--- src/rtl/eth_pkg.sv ---
// Shared state encoding and frame constants for the Ethernet transmit path.
package eth_pkg;

    typedef enum logic [2:0] {
        IDLE,
        START,
        PRE,
        STREAM,
        HOLD
    } tx_state_e;

    localparam int unsigned ETH_MAX_FRAME  = 1514;
    localparam int unsigned ETH_TX_HOLDOFF = 18;

endpackage

--- src/rtl/eth_rr_pick.sv ---
// Combinational round-robin search: first requester strictly after `last`, wrapping.
module eth_rr_pick #(
    parameter int unsigned NPORTS = 4
) (
    input  logic [NPORTS-1:0] req,
    input  logic [2:0]        last,
    output logic [NPORTS-1:0] gnt,
    output logic [2:0]        idx,
    output logic              any
);

    logic       hi_any;
    logic [2:0] hi_idx;
    logic [2:0] lo_idx;

    // Lowest requester above the pointer wins; otherwise wrap to the lowest overall.
    always_comb begin
        hi_any = 1'b0;
        hi_idx = '0;
        lo_idx = '0;
        any    = 1'b0;
        for (int unsigned i = 0; i < NPORTS; i++) begin
            if (req[i]) begin
                if (!any) begin
                    any    = 1'b1;
                    lo_idx = 3'(i);
                end
                if (!hi_any && (3'(i) > last)) begin
                    hi_any = 1'b1;
                    hi_idx = 3'(i);
                end
            end
        end
        idx = hi_any ? hi_idx : lo_idx;
        gnt = '0;
        for (int unsigned i = 0; i < NPORTS; i++) begin
            gnt[i] = any && (3'(i) == idx);
        end
    end

endmodule

--- src/rtl/eth_tx_arbiter.sv ---
// Round-robin packet arbiter in front of a single RGMII transmit engine,
// with start timeout, oversize kill and post-packet holdoff.
module eth_tx_arbiter
    import eth_pkg::*;
#(
    parameter int unsigned NPORTS        = 4,
    parameter int unsigned HOLDOFF       = ETH_TX_HOLDOFF,
    parameter int unsigned MAX_BYTES     = ETH_MAX_FRAME,
    parameter int unsigned START_TIMEOUT = 31
) (
    input  logic                  clk,
    input  logic                  rst_n,
    input  logic [NPORTS-1:0]     src_req,
    input  logic [NPORTS-1:0]     src_valid,
    input  logic [NPORTS-1:0]     src_error,
    input  logic [NPORTS*8-1:0]   src_data,
    output logic [NPORTS-1:0]     src_ready,
    output logic [NPORTS-1:0]     grant,
    output logic                  eng_start,
    output logic                  eng_valid,
    output logic                  eng_error,
    output logic [7:0]            eng_data,
    input  logic                  eng_ready,
    output logic                  abort,
    output logic [2:0]            abort_port
);

    tx_state_e           state_q;
    logic [NPORTS-1:0]   grant_q;
    logic [2:0]          gidx_q;
    logic [2:0]          ptr_q;
    logic [10:0]         cnt_q;
    logic [4:0]          hold_q;
    logic [4:0]          tmo_q;
    logic [4:0]          tmo_d;
    logic                start_q;
    logic                abort_q;
    logic [2:0]          abort_port_q;

    logic [NPORTS-1:0]   pick_gnt;
    logic [2:0]          pick_idx;
    logic                pick_any;

    logic                sel_valid;
    logic                sel_error;
    logic [7:0]          sel_data;
    logic                in_pkt;
    logic                at_max;
    logic                kill;
    logic                accept;

    eth_rr_pick #(
        .NPORTS (NPORTS)
    ) u_pick (
        .req  (src_req),
        .last (ptr_q),
        .gnt  (pick_gnt),
        .idx  (pick_idx),
        .any  (pick_any)
    );

    always_comb begin
        sel_valid = 1'b0;
        sel_error = 1'b0;
        sel_data  = '0;
        for (int unsigned i = 0; i < NPORTS; i++) begin
            if (grant_q[i]) begin
                sel_valid = src_valid[i];
                sel_error = src_error[i];
                sel_data  = src_data[8*i +: 8];
            end
        end
    end

    assign in_pkt = (state_q == PRE) || (state_q == STREAM);
    assign at_max = (cnt_q == 11'(MAX_BYTES));
    assign kill   = in_pkt && (sel_error || (eng_ready && sel_valid && at_max));
    assign accept = in_pkt && eng_ready && sel_valid && !kill;
    assign tmo_d  = tmo_q + 5'd1;

    // src_ready marks bytes the engine actually takes, so kill and end cycles never show it.
    assign src_ready  = accept ? grant_q : '0;
    assign grant      = grant_q;
    assign eng_start  = start_q;
    assign eng_valid  = sel_valid && !kill;
    assign eng_error  = kill;
    assign eng_data   = sel_data;
    assign abort      = abort_q;
    assign abort_port = abort_port_q;

    always_ff @(posedge clk or negedge rst_n) begin
        if (!rst_n) begin
            state_q      <= HOLD;
            grant_q      <= '0;
            gidx_q       <= '0;
            ptr_q        <= 3'(NPORTS - 1);
            cnt_q        <= '0;
            hold_q       <= 5'(HOLDOFF);
            tmo_q        <= '0;
            start_q      <= 1'b0;
            abort_q      <= 1'b0;
            abort_port_q <= '0;
        end else begin
            start_q <= 1'b0;
            abort_q <= 1'b0;
            case (state_q)
                IDLE: begin
                    if (pick_any) begin
                        grant_q <= pick_gnt;
                        gidx_q  <= pick_idx;
                        ptr_q   <= pick_idx;
                        start_q <= 1'b1;
                        state_q <= START;
                    end
                end
                START: begin
                    cnt_q   <= '0;
                    tmo_q   <= '0;
                    state_q <= PRE;
                end
                PRE, STREAM: begin
                    if (kill) begin
                        abort_q      <= 1'b1;
                        abort_port_q <= gidx_q;
                        grant_q      <= '0;
                        hold_q       <= 5'(HOLDOFF);
                        state_q      <= HOLD;
                    end else if (eng_ready) begin
                        if (sel_valid) begin
                            cnt_q   <= cnt_q + 11'd1;
                            state_q <= STREAM;
                        end else begin
                            grant_q <= '0;
                            hold_q  <= 5'(HOLDOFF);
                            state_q <= HOLD;
                        end
                    end else if (state_q == PRE) begin
                        tmo_q <= tmo_d;
                        if (tmo_d == 5'(START_TIMEOUT)) begin
                            abort_q      <= 1'b1;
                            abort_port_q <= gidx_q;
                            grant_q      <= '0;
                            hold_q       <= 5'(HOLDOFF);
                            state_q      <= HOLD;
                        end
                    end
                end
                HOLD: begin
                    grant_q <= '0;
                    hold_q  <= hold_q - 5'd1;
                    if (hold_q <= 5'd1) begin
                        state_q <= IDLE;
                    end
                end
                default: begin
                    grant_q <= '0;
                    hold_q  <= 5'(HOLDOFF);
                    state_q <= HOLD;
                end
            endcase
        end
    end

endmodule

--- config.mk ---
export PLATFORM = sky130hd
export DESIGN_NAME = eth_tx_arbiter
export DESIGN_NICKNAME = d
export VERILOG_FILES = /design/src/rtl/eth_pkg.sv /design/src/rtl/eth_rr_pick.sv /design/src/rtl/eth_tx_arbiter.sv
export SDC_FILE = /design/constraint.sdc
export NUM_CORES = 1
export LEC_CHECK = 0
export ABC_AREA = 1
export ABC_CLOCK_PERIOD_IN_PS = 2200
export CAP_MARGIN = 20
export CORE_MARGIN = 2
export CORE_UTILIZATION = 48
export CTS_BUF_LIST = sky130_fd_sc_hd__clkbuf_16
export DETAILED_ROUTE_END_ITERATION = 8
export GPL_TIMING_DRIVEN = 0
export HOLD_SLACK_MARGIN = 0.12
export PLACE_DENSITY_LB_ADDON = 0.25
export SYNTH_ARGS = -nofsm -noshare
export SYNTH_HDL_FRONTEND = slang
export SYNTH_SLANG_ARGS = --single-unit
export TNS_END_PERCENT = 5
--- constraint.sdc ---
create_clock -name clk -period 2.2 [get_ports clk]
set_clock_uncertainty 0.05 [all_clocks]
set_input_delay 0.66 -clock clk [delete_from_list [all_inputs] [get_ports clk]]
set_output_delay 0.66 -clock clk [all_outputs]
set_load 0.01 [all_outputs]
---- Yosys cells after proc, flatten, opt, wreduce, memory -nomap -nowiden ----
Index checks and enable logic that the tools add are counted.
word-level totals
  register bits after elaboration ......... 39
  bits in latches ......................... 0
  bits in writable memories ............... 0
  memory bits (read-only) ................. 0
  input bits .............................. 47
  output and inout bits ................... 23
  memories ................................ 0
cells by class
  add/subtract/negate cells ............... 3
  multipliers ............................. 0
  divide/modulo/power cells ............... 0
  $lt $le $gt $ge ......................... 5
  equality and inequality tests ........... 20
  shift-type cells ........................ 0
  muxes and demuxes ....................... 78
  bitwise gates (word level) .............. 2
  reduce and logical (&&, ||, !) cells .... 34
operators with widths
  kind                                                           count
  two-way mux 3 bit                                              22
  two-way mux 5 bit                                              8
  two-way mux 11 bit                                             3
  two-way mux 8 bit                                              4
  two-way mux 1 bit                                              29
  two-way mux 4 bit                                              7
  case mux 11 bit (2 select lines)                               1
  AND reduction 4 bit                                            5
  case mux 5 bit (3 select lines)                                1
  logical AND 1 bit                                              14
  != test 2 bit (second input constant)                          7
  != test 4 bit (second input constant)                          3
  case mux 3 bit (4 select lines)                                1
  case mux 4 bit (3 select lines)                                1
  adder 11 x 1 -> 11 bit (second input constant)                 1
  == test 11 bit (second input constant)                         1
  case mux 5 bit (2 select lines)                                1
  == test 2 x 3 -> 1 bit (first input constant)                  2
  == test 3 x 2 -> 1 bit (second input constant)                 2
  greater-than comparator 1 x 3 -> 1 bit (first input constant)  2
  greater-than comparator 2 x 3 -> 1 bit (first input constant)  2
  zero test 3 bit                                                2
  nonzero test 2 bit                                             3
  adder 5 x 1 -> 5 bit (second input constant)                   1
  13 further kinds                                               19

---- Longest topological paths before layout ----
  depth after elaboration ................. 20
  gate-level depth with buffers ........... 13
  gate-level depth less buffers ........... 13

---- Modules after synthesis ----
A second synthesis with hierarchy kept.
unflattened totals
  cells, all modules ...................... 367
  area total of the unflattened synthesis .. 2595.0 sq um
by module, submodules not included
  module          times used  cells each  area an instance (sq um)  sequential area each (sq um)
  eth_tx_arbiter  1           333         2436.1                    957.2
  eth_rr_pick     1           34          158.9                     0.0

---- Least setup slack after synthesis ----
OpenSTA, ideal clock, no wires.
  path type ............................... input to output
  from .................................... input port src_valid[0]
  to ...................................... output port src_ready[0]
  arrival time ............................ 1.570 ns
  data required time ...................... 1.490 ns
  slack ................................... -0.080 ns
  stages on the path ...................... 9
  buffers on the path ..................... 1
  cells stage by stage .................... nand2_1 -> nand2_1 -> nand3_1 -> nand2_1 -> nand2_1 -> nor2_2 -> nand3_4 -> buf_2 -> nor2_1
on the way
  word-level cells in the longest chain between the ends .. 11
ends and longest elaborated chain
  what                                RTL line              text
  start: declaration                  eth_tx_arbiter.sv:14  input logic [NPORTS-1:0] src_valid,
  two-way mux 1 bit (*) (4 in a row)  eth_tx_arbiter.sv:67  if (grant_q[i]) begin
  logical AND 1 bit (2 in a row)      eth_tx_arbiter.sv:77  assign kill = in_pkt && (sel_error || (eng_ready && sel_valid && at_max));
  logical OR 1 bit                    eth_tx_arbiter.sv:77
  logical AND 1 bit                   eth_tx_arbiter.sv:77
  zero test 1 bit                     eth_tx_arbiter.sv:78  assign accept = in_pkt && eng_ready && sel_valid && !kill;
  logical AND 1 bit (*)               eth_tx_arbiter.sv:78
  two-way mux 4 bit (*)               eth_tx_arbiter.sv:82  assign src_ready = accept ? grant_q : '0;
  end: declaration                    eth_tx_arbiter.sv:17  output logic [NPORTS-1:0] src_ready,
Every way passes the cells marked *; elsewhere a longest branch is shown, timed or not.

---- Worst setup path in the final report ----
  from .................................... register cnt_q[0]
  to ...................................... output port src_ready[2]
on the way
  word-level cells in the longest chain between the ends .. 7
ends and longest elaborated chain
  what                      RTL line               text
  start: declaration        eth_tx_arbiter.sv:32   logic [10:0] cnt_q;
  start signal: assignment  eth_tx_arbiter.sv:130  cnt_q <= cnt_q + 11'd1;
  == test 11 bit            eth_tx_arbiter.sv:76   assign at_max = (cnt_q == 11'(MAX_BYTES));
  logical AND 1 bit         eth_tx_arbiter.sv:77
  logical OR 1 bit          eth_tx_arbiter.sv:77
  logical AND 1 bit         eth_tx_arbiter.sv:77
  zero test 1 bit           eth_tx_arbiter.sv:78
  logical AND 1 bit         eth_tx_arbiter.sv:78
  two-way mux 4 bit         eth_tx_arbiter.sv:82
Every way passes these cells.

==> reports/metrics.cfg <==
[sta]
fin_crit_sh_pct=119.6
drv_slew=0
setup_viol=18
tightest_slew_ns=0.7920
finalSetupTns_ns=-4.598
hold_viol=0
rsz0062_at_grt=true
finalWorstSetupSlack_ns=-0.4312
layout_min_cycle_time_ns=2.631
relSlewSlack_pct=47.20
clock.fmax_mhz=380.1

[route]
final_antenna_net_count=0
avgRoutedWirePerCell_microns=15.25
routed_wl_mm=7.703
first_iter_violations=154
drc=0
vias=2786
dr.pass1.iters=5
viasPerCell=5.517

[clocking]
holdBufCountCts=0
htree_num_levels=2
cts_tree=done
cts_buffer_depth=2
clk_latency_ns=0.28
cts_root_buf=clkbuf_16
clk_pin_slew_ns=0.05
cts-buffers-inserted=5
clkSinkCount=36

[critical_path]
reg2reg_setup_slack_ns=-0.30
max_stage_delay_ns=0.39
worstSetupPathType=flop to output pin
worstPathMaxFanout=5
critPathRequiredTime_ns=1.49
startpoint_type=flop
cp_slowest_cell=dfrtp_1
crit_path_end_kind=output pin
path_cells=inv_2, ha_4, inv_2, nor2_2, nand3b_1, nor2_2, nand4_4, buf_6, nand3_4, buf_12, nor2_4, buf_6
worst-endpoint-arrival_ns=1.92

[synth]
synth_top_area_share_pct=31.89
synth-seq-cells=36
netlist_area_sq_um=2432
synth_area_leader_cell=dfrtp_1
synth.distinct_cells=36
syn_inst=337
yosys_warnings=0
yosysMostFrequentCell=nand2_1
synth_common_cells=nand2_1 (92), inv_1 (39), dfrtp_1 (31)
async_flop_share_pct=100.0
syn_avg_cell_area_sq_um=7.218
synth_edf_count=0
synth.yosys.seq_area_share_pct=37.29
synth_flop_cell=dfrtp_1
synthTopCellsByArea=dfrtp_1 (32%), nand2_1 (14%), inv_1 (6.0%)
synth_nets=390

[run]
maxCapViolations=0

[pwr]
p_seq_share_pct=26.0
switching_power_mw=1.666
vdd_ir_drop_max_v=0.0008406
p_comb_share_pct=57.1
pwr-share-clk_pct=16.9
pwr_density_cell_nw_per_um2=1057
swShare_pct=42.30
p_int_mw=2.273
power_leakage_nw=1.761

[run_status]
run_status=complete, but fails checks
violations=negative setup slack

[place]
hpwlAfterDp_mm=4.857
gp_congestion=0.9455
portBuffers=68

[floorplanning]
die-area_sq_um=5653
num_io_pins=70
die_x_microns=75.19
dieHeight_microns=75.19
rows=25
initial_utilization_pct=50.49
core_area_sq_um=4817

[final_layout]
antenna_cells=0
drive_gt1_share_pct=25.57
utilization_pct=77.38
nets=490
synthToLayoutAreaGrowth_pct=53.24

[global_routing]
grt_pass1_wl_mm=11.58
gr-usage-all-layers_pct=26.98
antenna_found_initial=0
grt_max_degree=37
grt_overflow=0
grt_pass1_vias=2677

[hold_path]
hp-class=primary input to async pin

==> layout by cell type (no fill, tap or decap), types with 5 or more instances in the layout <==
master	Yosys	final
buf_4	2	23
nor2_1	22	15
nor2_2	4	5
nand2_1	92	87
nand4_1	6	6
o21ai_0	16	11
buf_2	2	7
clkdlybuf4s50_1	0	43
dfstp_2	5	5
inv_1	39	35
inv_2	8	12
o21ai_1	11	15
nand3b_1	5	5
nor2_4	2	8
buf_6	2	11
o31ai_1	9	8
xor2_1	6	6
nor3_1	6	5
ha_1	6	5
nand3_1	29	27
dfrtp_1	31	29
dlygate4sd2_1	0	10
clkbuf_16	0	5
==> power groups by stage <==
stage / sequential, mW / combinational, mW / clock [mW]
2_1_floorplan: 1.02 / 1.12 / 0
4_1_cts: 1.02 / 2.10 / 0.677
5_1_grt: 1.05 / 2.46 / 0.704
6_report: 1.02 / 2.25 / 0.666
3_5_place_dp: 1.03 / 1.85 / 0
3_3_place_gp: 1.02 / 1.80 / 0
==> repair_timing <==
item / 4_1_cts / 5_1_grt
setup buffers: 21 / 4
pin swaps: 21 / 11
resized for setup: 88 / 29
setup endpoints to repair: 15 / 35
hold endpoints to repair: 0 / 0
==> worst max-delay path, delay by kind of cell (launching register included) <==
kind / cells / cell delay (ns)
AND/OR/NAND/NOR: 6 / 0.62
flip-flops: 1 / 0.39
adder cells (fa/ha/maj): 1 / 0.12
buffers and inverters: 5 / 0.51
==> through the flow <==
stage	total power [mW]	setup WS, ns	cells	cell area [sq um]	hold slack, ns
final	3.940	-0.4312	505	3727	0.4200
after global routing	4.207	-0.5320	505	3727	0.4476
after CTS	3.796	-0.4336	501	3643	0.4338
after detailed placement	2.880	-1.134	472	3239	0.4272
after global placement	2.815	-1.116	472	3244	0.4147
after floorplan	2.141	0.001664	337	2480	0.3144
==> state kept, by name, summed over array words and instances, names as in the netlist, 2 cells and up <==
signal and count:
gidx_q 2, state_q 3, grant 4, tmo_q 5, cnt_q 11, abort_port 2
hold_q 5, ptr_q 2
==> layer usage <==
metal	wire length [microns]	share of wire, %	up-vias	GRT usage, %
met5	0	0	-	0
met4	313	4.1	0	12.09
met3	689	8.9	35	5.489
met2	3756	49	147	49.42
met1	2944	38	1288	30.03
li1	-	-	1316	-
==> area by class of cell <==
cell class,instances,area [sq um]
clock inverters,3,13.76
clock buffers,5,125.1
fillers,338,1090
plain buffers,9,86.33
well taps,67,83.83
inverters,47,176.4
flip-flops and latches,36,909.6
multi-input cells,245,1484
repair buffers,93,848.3
==> cell families (layout without fill, tap and decap cells) <==
group	count (synthesis)	count (layout)	share of synthesized area [%]
AO/OA/AOI/OAI	54	54	13.79
XOR/XNOR	6	6	2.160
adder cells (fa/ha/maj)	6	6	3.086
buffers and inverters	56	157	9.671
flip-flops	36	36	37.29
other	1	1	0.1542
AND/OR/NAND/NOR	178	178	33.85
==> path summary, 6_finish.rpt <==
path,from,to,depth (start not counted)
worst max-delay path,cnt_q[0]$_DFFE_PN0P_,src_ready[2],12
worst min-delay path,rst_n,cnt_q[1]$_DFFE_PN0P_,1
worst max register to register,cnt_q[0]$_DFFE_PN0P_,cnt_q[7]$_DFFE_PN0P_,17
worst min register to register,hold_q[4]$_DFFE_PN1P_,hold_q[4]$_DFFE_PN1P_,2
max in group asynchronous,rst_n,grant[1]$_DFFE_PN0P_,1
min in group clk,hold_q[4]$_DFFE_PN1P_,hold_q[4]$_DFFE_PN1P_,2
(Power assumes the default switching activity.)
